### src/rtl/mult_pkg.sv
// +----------------------------------------------------------------------+
// | mult_pkg : shared helpers for the mult_pipe_hs multiplier pipeline   |
// | Revision : 1.0                                                       |
// +----------------------------------------------------------------------+
`default_nettype none

package mult_pkg;

  localparam int EXT_W = 64;

  function automatic int prod_width(input int wa, input int wb);
    return wa + wb;
  endfunction

  // Extends the low 'width' bits of value to width+1 bits; bits above are fill.
  function automatic logic [EXT_W:0] ext_operand(input logic [EXT_W-1:0] value,
                                                 input logic             signed_flag,
                                                 input int               width);
    logic [EXT_W:0] r;
    logic           msb;
    logic           fill;
    msb = 1'b0;
    for (int i = 0; i < EXT_W; i++) begin
      if (i == width - 1) msb = value[i];
    end
    fill = signed_flag & msb;
    r    = '0;
    for (int i = 0; i < EXT_W; i++) begin
      r[i] = (i < width) ? value[i] : fill;
    end
    r[EXT_W] = fill;
    return r;
  endfunction

endpackage

`default_nettype wire

### src/rtl/mult_pipe_stage.sv
// +----------------------------------------------------------------------+
// | mult_pipe_stage : one valid/enable register stage, generic payload   |
// | Revision : 1.0                                                       |
// +----------------------------------------------------------------------+
`default_nettype none

module mult_pipe_stage
  import mult_pkg::*;
#(
  parameter int DATA_W = 8
) (
  input  logic              clk,
  input  logic              rst,
  input  logic              flush,
  input  logic              en_i,
  input  logic              valid_i,
  input  logic [DATA_W-1:0] data_i,
  output logic              valid_o,
  output logic [DATA_W-1:0] data_o
);

  logic              valid_q, valid_d;
  logic [DATA_W-1:0] data_q, data_d;

  // Flush drops the valid bit only; payload keeps its last value.
  always_comb begin
    valid_d = valid_q;
    data_d  = data_q;
    if (flush) begin
      valid_d = 1'b0;
    end else if (en_i) begin
      valid_d = valid_i;
      data_d  = data_i;
    end
  end

  always_ff @(posedge clk) begin
    if (rst) begin
      valid_q <= 1'b0;
      data_q  <= '0;
    end else begin
      valid_q <= valid_d;
      data_q  <= data_d;
    end
  end

  assign valid_o = valid_q;
  assign data_o  = data_q;

endmodule

`default_nettype wire

### src/rtl/mult_pipe_hs.sv
// +----------------------------------------------------------------------+
// | mult_pipe_hs : pipelined mixed-sign multiplier, valid/ready on both  |
// | sides, tag passthrough, synchronous flush. Revision : 1.0            |
// +----------------------------------------------------------------------+
`default_nettype none

module mult_pipe_hs
  import mult_pkg::*;
#(
  parameter int WIDTHA         = 16,
  parameter int WIDTHB         = 24,
  parameter int PIPELINE_DEPTH = 4,
  parameter int TAG_W          = 8
) (
  input  logic                     clk,
  input  logic                     rst,
  input  logic                     flush,
  input  logic                     in_valid,
  output logic                     in_ready,
  input  logic [WIDTHA-1:0]        in_a,
  input  logic [WIDTHB-1:0]        in_b,
  input  logic                     in_a_signed,
  input  logic                     in_b_signed,
  input  logic [TAG_W-1:0]         in_tag,
  output logic                     out_valid,
  input  logic                     out_ready,
  output logic [WIDTHA+WIDTHB-1:0] out_result,
  output logic                     out_signed,
  output logic [TAG_W-1:0]         out_tag,
  output logic                     busy
);

  localparam int NSTG = PIPELINE_DEPTH + 1;
  localparam int PW   = prod_width(WIDTHA, WIDTHB);
  localparam int WA1  = WIDTHA + 1;
  localparam int WB1  = WIDTHB + 1;
  localparam int S0_W = WIDTHA + WIDTHB + 2 + TAG_W;
  localparam int SN_W = PW + 1 + TAG_W;

  wire  [NSTG-1:0]   v;
  logic [NSTG-1:0]   en;
  logic [S0_W-1:0]   s0_data;
  wire  [SN_W-1:0]   sn_data [1:NSTG-1];

  logic [WIDTHA-1:0] a_s0;
  logic [WIDTHB-1:0] b_s0;
  logic              as_s0, bs_s0;
  logic [TAG_W-1:0]  tag_s0;

  logic [WA1-1:0]    a_ext;
  logic [WB1-1:0]    b_ext;
  logic signed [PW-1:0] a_mul, b_mul, prod;

  // A stage may load when it is empty or when the stage ahead of it loads.
  always_comb begin
    logic carry;
    en    = '0;
    carry = out_ready;
    for (int k = NSTG - 1; k >= 0; k--) begin
      en[k] = ~v[k] | carry;
      carry = ~v[k] | carry;
    end
  end

  assign in_ready = en[0] & ~rst & ~flush;

  assign {a_s0, b_s0, as_s0, bs_s0, tag_s0} = s0_data;

  // Operands widened by one bit and sign-extended to the product width,
  // so a single signed multiply is exact for every signedness mix.
  assign a_ext = WA1'(ext_operand(EXT_W'(a_s0), as_s0, WIDTHA));
  assign b_ext = WB1'(ext_operand(EXT_W'(b_s0), bs_s0, WIDTHB));
  assign a_mul = PW'($signed(a_ext));
  assign b_mul = PW'($signed(b_ext));
  assign prod  = a_mul * b_mul;

  for (genvar k = 0; k < NSTG; k++) begin : g_stage
    if (k == 0) begin : g_in
      mult_pipe_stage #(.DATA_W(S0_W)) u_stage (
        .clk     (clk),
        .rst     (rst),
        .flush   (flush),
        .en_i    (en[0]),
        .valid_i (in_valid),
        .data_i  ({in_a, in_b, in_a_signed, in_b_signed, in_tag}),
        .valid_o (v[0]),
        .data_o  (s0_data)
      );
    end else if (k == 1) begin : g_prod
      mult_pipe_stage #(.DATA_W(SN_W)) u_stage (
        .clk     (clk),
        .rst     (rst),
        .flush   (flush),
        .en_i    (en[1]),
        .valid_i (v[0]),
        .data_i  ({prod, as_s0 | bs_s0, tag_s0}),
        .valid_o (v[1]),
        .data_o  (sn_data[1])
      );
    end else begin : g_dly
      mult_pipe_stage #(.DATA_W(SN_W)) u_stage (
        .clk     (clk),
        .rst     (rst),
        .flush   (flush),
        .en_i    (en[k]),
        .valid_i (v[k-1]),
        .data_i  (sn_data[k-1]),
        .valid_o (v[k]),
        .data_o  (sn_data[k])
      );
    end
  end

  assign out_valid                          = v[NSTG-1];
  assign {out_result, out_signed, out_tag}  = sn_data[NSTG-1];
  assign busy                               = |v;

endmodule

`default_nettype wire

### config.mk
export PLATFORM = sky130hd
export DESIGN_NAME = mult_pipe_hs
export DESIGN_NICKNAME = d
export VERILOG_FILES = /design/src/rtl/mult_pkg.sv /design/src/rtl/mult_pipe_stage.sv /design/src/rtl/mult_pipe_hs.sv
export SDC_FILE = /design/constraint.sdc
export NUM_CORES = 2
export LEC_CHECK = 0
export BUFFER_PORTS_ARGS = -buffer_cell sky130_fd_sc_hd__buf_2
export CAP_MARGIN = 20
export CORE_UTILIZATION = 35
export DETAILED_ROUTE_END_ITERATION = 6
export SLEW_MARGIN = 20
export SYNTH_ARGS = -nofsm -noshare
export SYNTH_HDL_FRONTEND = slang
export SYNTH_HIERARCHICAL = 1
export SYNTH_SLANG_ARGS = --single-unit
### constraint.sdc
create_clock -name clk -period 10.05 [get_ports clk]
set_input_delay 1.005 -clock clk [delete_from_list [all_inputs] [get_ports clk]]
set_output_delay 1.005 -clock clk [all_outputs]
set_load 0.005 [all_outputs]
; ---- Word-level counts from Yosys, hierarchy flattened
; Cells that the tools add are included.
[word_totals]
regBits = 251
in_bits = 55
output_inout_bits = 52
[op_classes]
multipliers = 1
n_bitwise = 17
reduce_logical = 7
[ops]
columns = op, count
row1 = $mul A17 B25 Y40, 1
row2 = $reduce_and A2 Y1, 5
row3 = $not A1 Y1, 7
row4 = $or A1 B1 Y1, 6
row5 = $reduce_or A5 Y1, 1
row6 = $and A1 B1 Y1, 4
row7 = $reduce_or A2 Y1, 1

; ---- Logic depth before layout (Yosys ltp)
[depth]
ltp_word = 8
depth_mapped = 27

; ---- Modules after synthesis
; Netlist, hierarchy kept.
[by_module_without_submodules]
columns = module, instances, cells_each, area_per_inst_um2
row1 = mult_pipe_hs, 1, 1679, 14716.6
row2 = mult_pipe_stage (g_stage[1].g_prod.u_stage ...), 4, 226, 2243.4
row3 = mult_pipe_stage (g_stage[0].g_in.u_stage), 1, 230, 2293.4

; ---- Worst setup path before layout
; OpenSTA, ideal clock, no wires.
[synth_timing]
path_kind = register to register
start = register g_stage[0].g_in.u_stage.data_q[39]
end = register g_stage[1].g_prod.u_stage.data_q[38]
setup_time_ps = 69
t_arrival_ps = 6193
setup_slack_ps = 3788
path_stages_with_launch = 27
n_path_buf = 2
period_less_slack_ps = 6262
cell_sequence = dfxtp_1 > clkbuf_1 > clkbuf_1 > nand2_1 > fa_1 > inv_1 > fa_1 > inv_1 > fa_1 > inv_1 > fa_1 > fa_1 > inv_1 > fa_1 > inv_1 > ha_1 > o21a_1 > a21boi_1 > o41ai_2 > o21ai_1 > or3_1 > a31o_1 > a21o_1 > a31oi_1 > xnor2_1 > nand4bb_1 > o21ai_1
[synth_between]
elab_chain_len = 1
[synth_rtl]
columns = item, line
row1 = "start, declared", mult_pipe_stage.sv:23  ; logic [DATA_W-1:0] data_q, data_d;
row2 = "start signal, assigned", mult_pipe_stage.sv:43  ; data_q <= data_d;
row3 = $mul A17 B25 Y40, mult_pipe_hs.sv:75  ; assign prod = a_mul * b_mul;
row4 = named net prod[29], mult_pipe_hs.sv:52  ; logic signed [PW-1:0] a_mul, b_mul, prod;
row5 = "end signal, assigned", mult_pipe_stage.sv:43
row6 = "end, declared", mult_pipe_stage.sv:23
; The timed path passes the listed nets, and every way through them passes these cells.
; A chain may end at the register's enable or synchronous reset.

; ---- Worst setup path after layout
[layout_timing]
start = register g_stage[0].g_in.u_stage.data_q[49]
end = register g_stage[1].g_prod.u_stage.data_q[48]
[layout_between]
elab_chain_len = 2
[layout_rtl]
columns = item, line
row1 = $and A1 B1 Y1, mult_pkg.sv:26  ; fill = signed_flag & msb;
row2 = $mul A17 B25 Y40 *, mult_pipe_hs.sv:75
row3 = named net prod[39], mult_pipe_hs.sv:52
; The timed path passes the listed nets; every way through them passes the cells marked *.

==> results.md <==
- The run finished, with violations left.
- The final reports fail on design-rule violations.
- By area the synthesized netlist is led by fa_1 (31%), dfxtp_1 (19%), nand4bb_1 (11%), inv_1 (6.8%), nand2b_1 (6.0%).
- The top achievable clock speed is 136 MHz.
- The maximum net fanout on the critical path is 27.
- The number of post-CTS setup repair buffers is 0.
- The number of maximum-capacitance violations is 0.
- The aggregate global routing overflow is 0.
- The adder and majority gate portion of the synthesized area is 35.7%.
- The tree is rooted in a clkbuf_16.
- The fraction of synthesized cell area taken by the top area cell type is 31.0%.
- The violation count after the first detailed-routing iteration is 1275.
- For this run, the share of the core covered by cells in the final layout is 38.4%.
- The initial antenna violation count came to 0.
- The mapped netlist covers 26000 um^2.
- Global routing used 17.0% of the available tracks across all layers.
- In this run the count of I/O pins placed on the die edge is 107.
- The share of the clock period used by the worst path after layout is 73.2%.
- The number of hold buffers added after CTS was 0.
- The most common cell after layout, fill and taps aside is inv_1.
- Registers are responsible for 39.2% of the overall power.
- From synthesis to final layout, the design area changed by 8.25%.
- The number of max-slew violations in the final report is 0.
- The critical path launch point type is a register.
- Among all flip-flop cells after synthesis, the most frequent one is dfxtp_1.
- For the final database, setup skew stands at 23.6 ps.
- The initialized floorplan defines 99 standard-cell rows.
- The die outline area is 75300 um^2.
- The critical setup path kind is reg -> reg.
- For this configuration, the core starts out at a cell density of 35.5%.
- The first global-routing pass estimated 103 mm of wire.
- The wire length per cell after detailed routing is 16.7 um.
- The count of nets left with antenna violations once routing finished came out at 0.
- The number of global-route vias before repair is 18600.
- The clock drives 251 sinks.
- The synthesized instance count is 2813.
- The Yosys warning count is 6.
- Cell internal power was estimated by the tool at 0.00192 W.
- The transition at the pin with the smallest max-transition slack is 1130 ps.
- The number of buffers between clock root and the deepest sink is 3.
- The synthesized netlist contains 54 unique library cells.
- At the end of routability-driven placement, the weighted congestion stood at 0.837.
- TritonCTS built the clock tree.
- The count of inserted antenna diode cells is 0.
- The power per cell area is 99.5 nW/um^2.
- The synthesized netlist devotes 25.8% of its cell area to simple gates.
- The multiplexer share of the synthesized area is 0.231%.
- The detailed-route DRC error count is 14.
- IR analysis of the VDD net gives a maximum drop of 0.000141 V.
- The setup TNS after final layout is 0 ps.
- Counting flops with a built-in enable in the synthesized netlist gives 0.
- Per report_power, the combinational group accounts for 23.5% of the total.
- The final routed wirelength across all metal layers is 62.9 mm.
- The type of the most critical hold path is reg -> reg.
- In the layout the commonest cells are inv_1 (472), fa_1 (402), nand2_1 (265).
- The worst slew slack as a fraction of its limit is 24.3%.
- Entering global routing, the biggest net connects 374 pins.
- In this run the mean area of a mapped cell was 9.24 um^2.
- The total of buffers placed on input and output ports is 106.
- The length of the first detailed-routing pass in iterations is 7.
- The proportion of total power due to net switching is 31.2%.
- The critical path arrival is 7860 ps.
- The required time reported for the critical path endpoint is 10550 ps.
- The number of storage elements in the synthesis netlist is 251.
- Of the synthesized area, sequential elements account for 19.3%.
- The clock buffer count from CTS is 29.
- The share of flip-flops with an asynchronous set or reset after synthesis is 0%.
- The deepest level of the CTS H-tree is 1.
- The total count of hold-check failures in the final report came to 0.
- The number of failing setup endpoints in the final timing report is 0.
- For this design the static power due to leakage is 12.3 nW.
- Clock latency on the worst-skew pair, taken at its later pin, is 570 ps.
- Once the clock tree was built, the resizer swapped 0 gates to a different size.
- In this run the horizontal extent of the chip is 274 um.
- Cells with a size suffix above 1 make up 7.45% of the layout.
- Counting every net in the synthesized netlist gives 3368.
- The time the worst path needs with I/O delays and setup is 7360 ps.
- The complex-gate fraction of the synthesized area is 7.33%.
- The parity-gate share of the synthesized area counting xor and xnor cells is 1.58%.
- The clock network power share is 37.3%.
- The analysis attributes to net switching a power of 0.000873 W.
- The mean number of vias per cell is 4.88.
- The chip height is 274 um.
- The type of destination of the critical path is a register.
- The net count reported at finish is 3342.
- Across all layers, the routed design uses 18400 vias.
- The core region area is 73200 um^2.
- After clock tree synthesis, the clock-pin slew on the worst setup and hold paths is 60 ps.
- Setup repair after global routing left no endpoint under its margin.
- fa_1 takes more of the synthesized area than any other cell.
- The half-perimeter wire length after placement is 45.3 mm.
- The dominant combinational cell family by area after synthesis is adder cells.
worst max-delay path: stages, from the launching register on:
cell	delay, ps
dfxtp_1	300
buf_4	300
nand2_1	660
or2_2	550
fa_1	460
fa_1	490
inv_1	50
fa_1	470
inv_1	50
fa_1	480
inv_1	50
fa_1	520
fa_1	440
ha_1	360
o21ai_1	90
nand2b_1	160
nand2_1	150
a2111oi_2	620
o21ai_0	310
a21oi_1	190
nor3_1	80
a21oi_1	170
xnor2_1	130
nand4bb_1	100
o21ai_0	80
final timing paths:
path / startpoint / endpoint / slack, ps / depth (start not counted)
worst max-delay path: g_stage[0].g_in.u_stage/data_o[49] / g_stage[1].g_prod.u_stage/data_o[48] / 2690 / 24
worst min register to register: g_stage[4].g_dly.u_stage/data_o[44] / g_stage[4].g_dly.u_stage/data_o[44] / 460 / 2
worst min-delay path: g_stage[4].g_dly.u_stage/data_o[44] / g_stage[4].g_dly.u_stage/data_o[44] / 460 / 2
worst max register to register: g_stage[0].g_in.u_stage/data_o[49] / g_stage[1].g_prod.u_stage/data_o[48] / 2690 / 24
state kept, by name, indices dropped and copies added, names as in the netlist:
name and flops:
g_stage.g_prod.u_stage/valid_o 1, g_stage.g_in.u_stage/data_o 50, g_stage.g_prod.u_stage/data_o 49, g_stage.g_in.u_stage/valid_o 1, g_stage.g_dly.u_stage/data_o 147, g_stage.g_dly.u_stage/valid_o 3
power by group through the flow:
| stage | clock, W | combinational (W) | sequential (W) |
|---|---|---|---|
| after floorplan | 0 | 0.000503 | 0.00108 |
| after global placement | 0 | 0.000647 | 0.00112 |
| after detailed placement | 0 | 0.000654 | 0.00112 |
| after CTS | 0.00107 | 0.000657 | 0.00110 |
| after global routing | 0.00112 | 0.000745 | 0.00110 |
| final | 0.00104 | 0.000657 | 0.00110 |
stage by stage:
stage                     worst slack, ps  std cells  instance area (um^2)  hold WS (ps)  power (W)
after global routing                 2390       3765                 28100           477    0.00297
final                                2690       3765                 28100           459    0.00280
after floorplan                      3790       2813                 26000           441    0.00159
after global placement               2870       3714                 27200           451    0.00176
after CTS                            2760       3764                 28100           464    0.00283
after detailed placement             2780       3714                 27200           454    0.00177
synthesized netlist by cell type, types with 3 or more instances:
| master | instances |
|---|---|
| xnor2_1 | 35 |
| ha_1 | 98 |
| or2_2 | 9 |
| nor2b_2 | 4 |
| nand2b_1 | 249 |
| nor3_1 | 12 |
| and3_1 | 11 |
| buf_2 | 30 |
| o21ai_1 | 141 |
| xor2_1 | 12 |
| nand4bb_1 | 246 |
| dfxtp_1 | 251 |
| nand3_1 | 6 |
| inv_1 | 472 |
| nand2_1 | 265 |
| a21o_1 | 12 |
| clkbuf_1 | 150 |
| clkbuf_2 | 12 |
| and2_1 | 145 |
| nand4_1 | 4 |
| fa_1 | 402 |
| a21oi_1 | 33 |
| mux2i_1 | 6 |
| o21a_1 | 9 |
| o21ai_0 | 118 |
| o21bai_1 | 5 |
| nor2b_1 | 3 |
| nor2_1 | 36 |
| buf_6 | 4 |
area by class of cell:
| cell class | count | area, um^2 |
|---|---|---|
| multi-input combinational | 1892 | 18400 |
| timing repair buffer | 141 | 842 |
| fill | 7381 | 45100 |
| inverter | 472 | 1770 |
| tap | 959 | 1200 |
| sequential | 251 | 5030 |
| clock inverter | 9 | 115 |
| clock buffer | 41 | 811 |
cell families (layout without fill, tap and decap cells):
| logic type | count (synthesis) | count (layout) |
|---|---|---|
| flip-flops | 251 | 251 |
| AO/OA/AOI/OAI | 344 | 344 |
| AND/OR/NAND/NOR | 995 | 995 |
| adder cells (fa/ha/maj) | 500 | 500 |
| buffers and inverters | 670 | 663 |
| multiplexers | 6 | 6 |
| XOR/XNOR | 47 | 47 |
metal layers:
metal | track usage, % | share of wire (%) | vias to the layer above
li1 | - | - | 8814
met1 | 26.4 | 51 | 9046
met2 | 24.9 | 42 | 439
met3 | 2.26 | 5.6 | 60
met4 | 2.84 | 1.3 | 0
met5 | 0 | 0 | -
No activity file was read; power rests on OpenSTA's default activity.
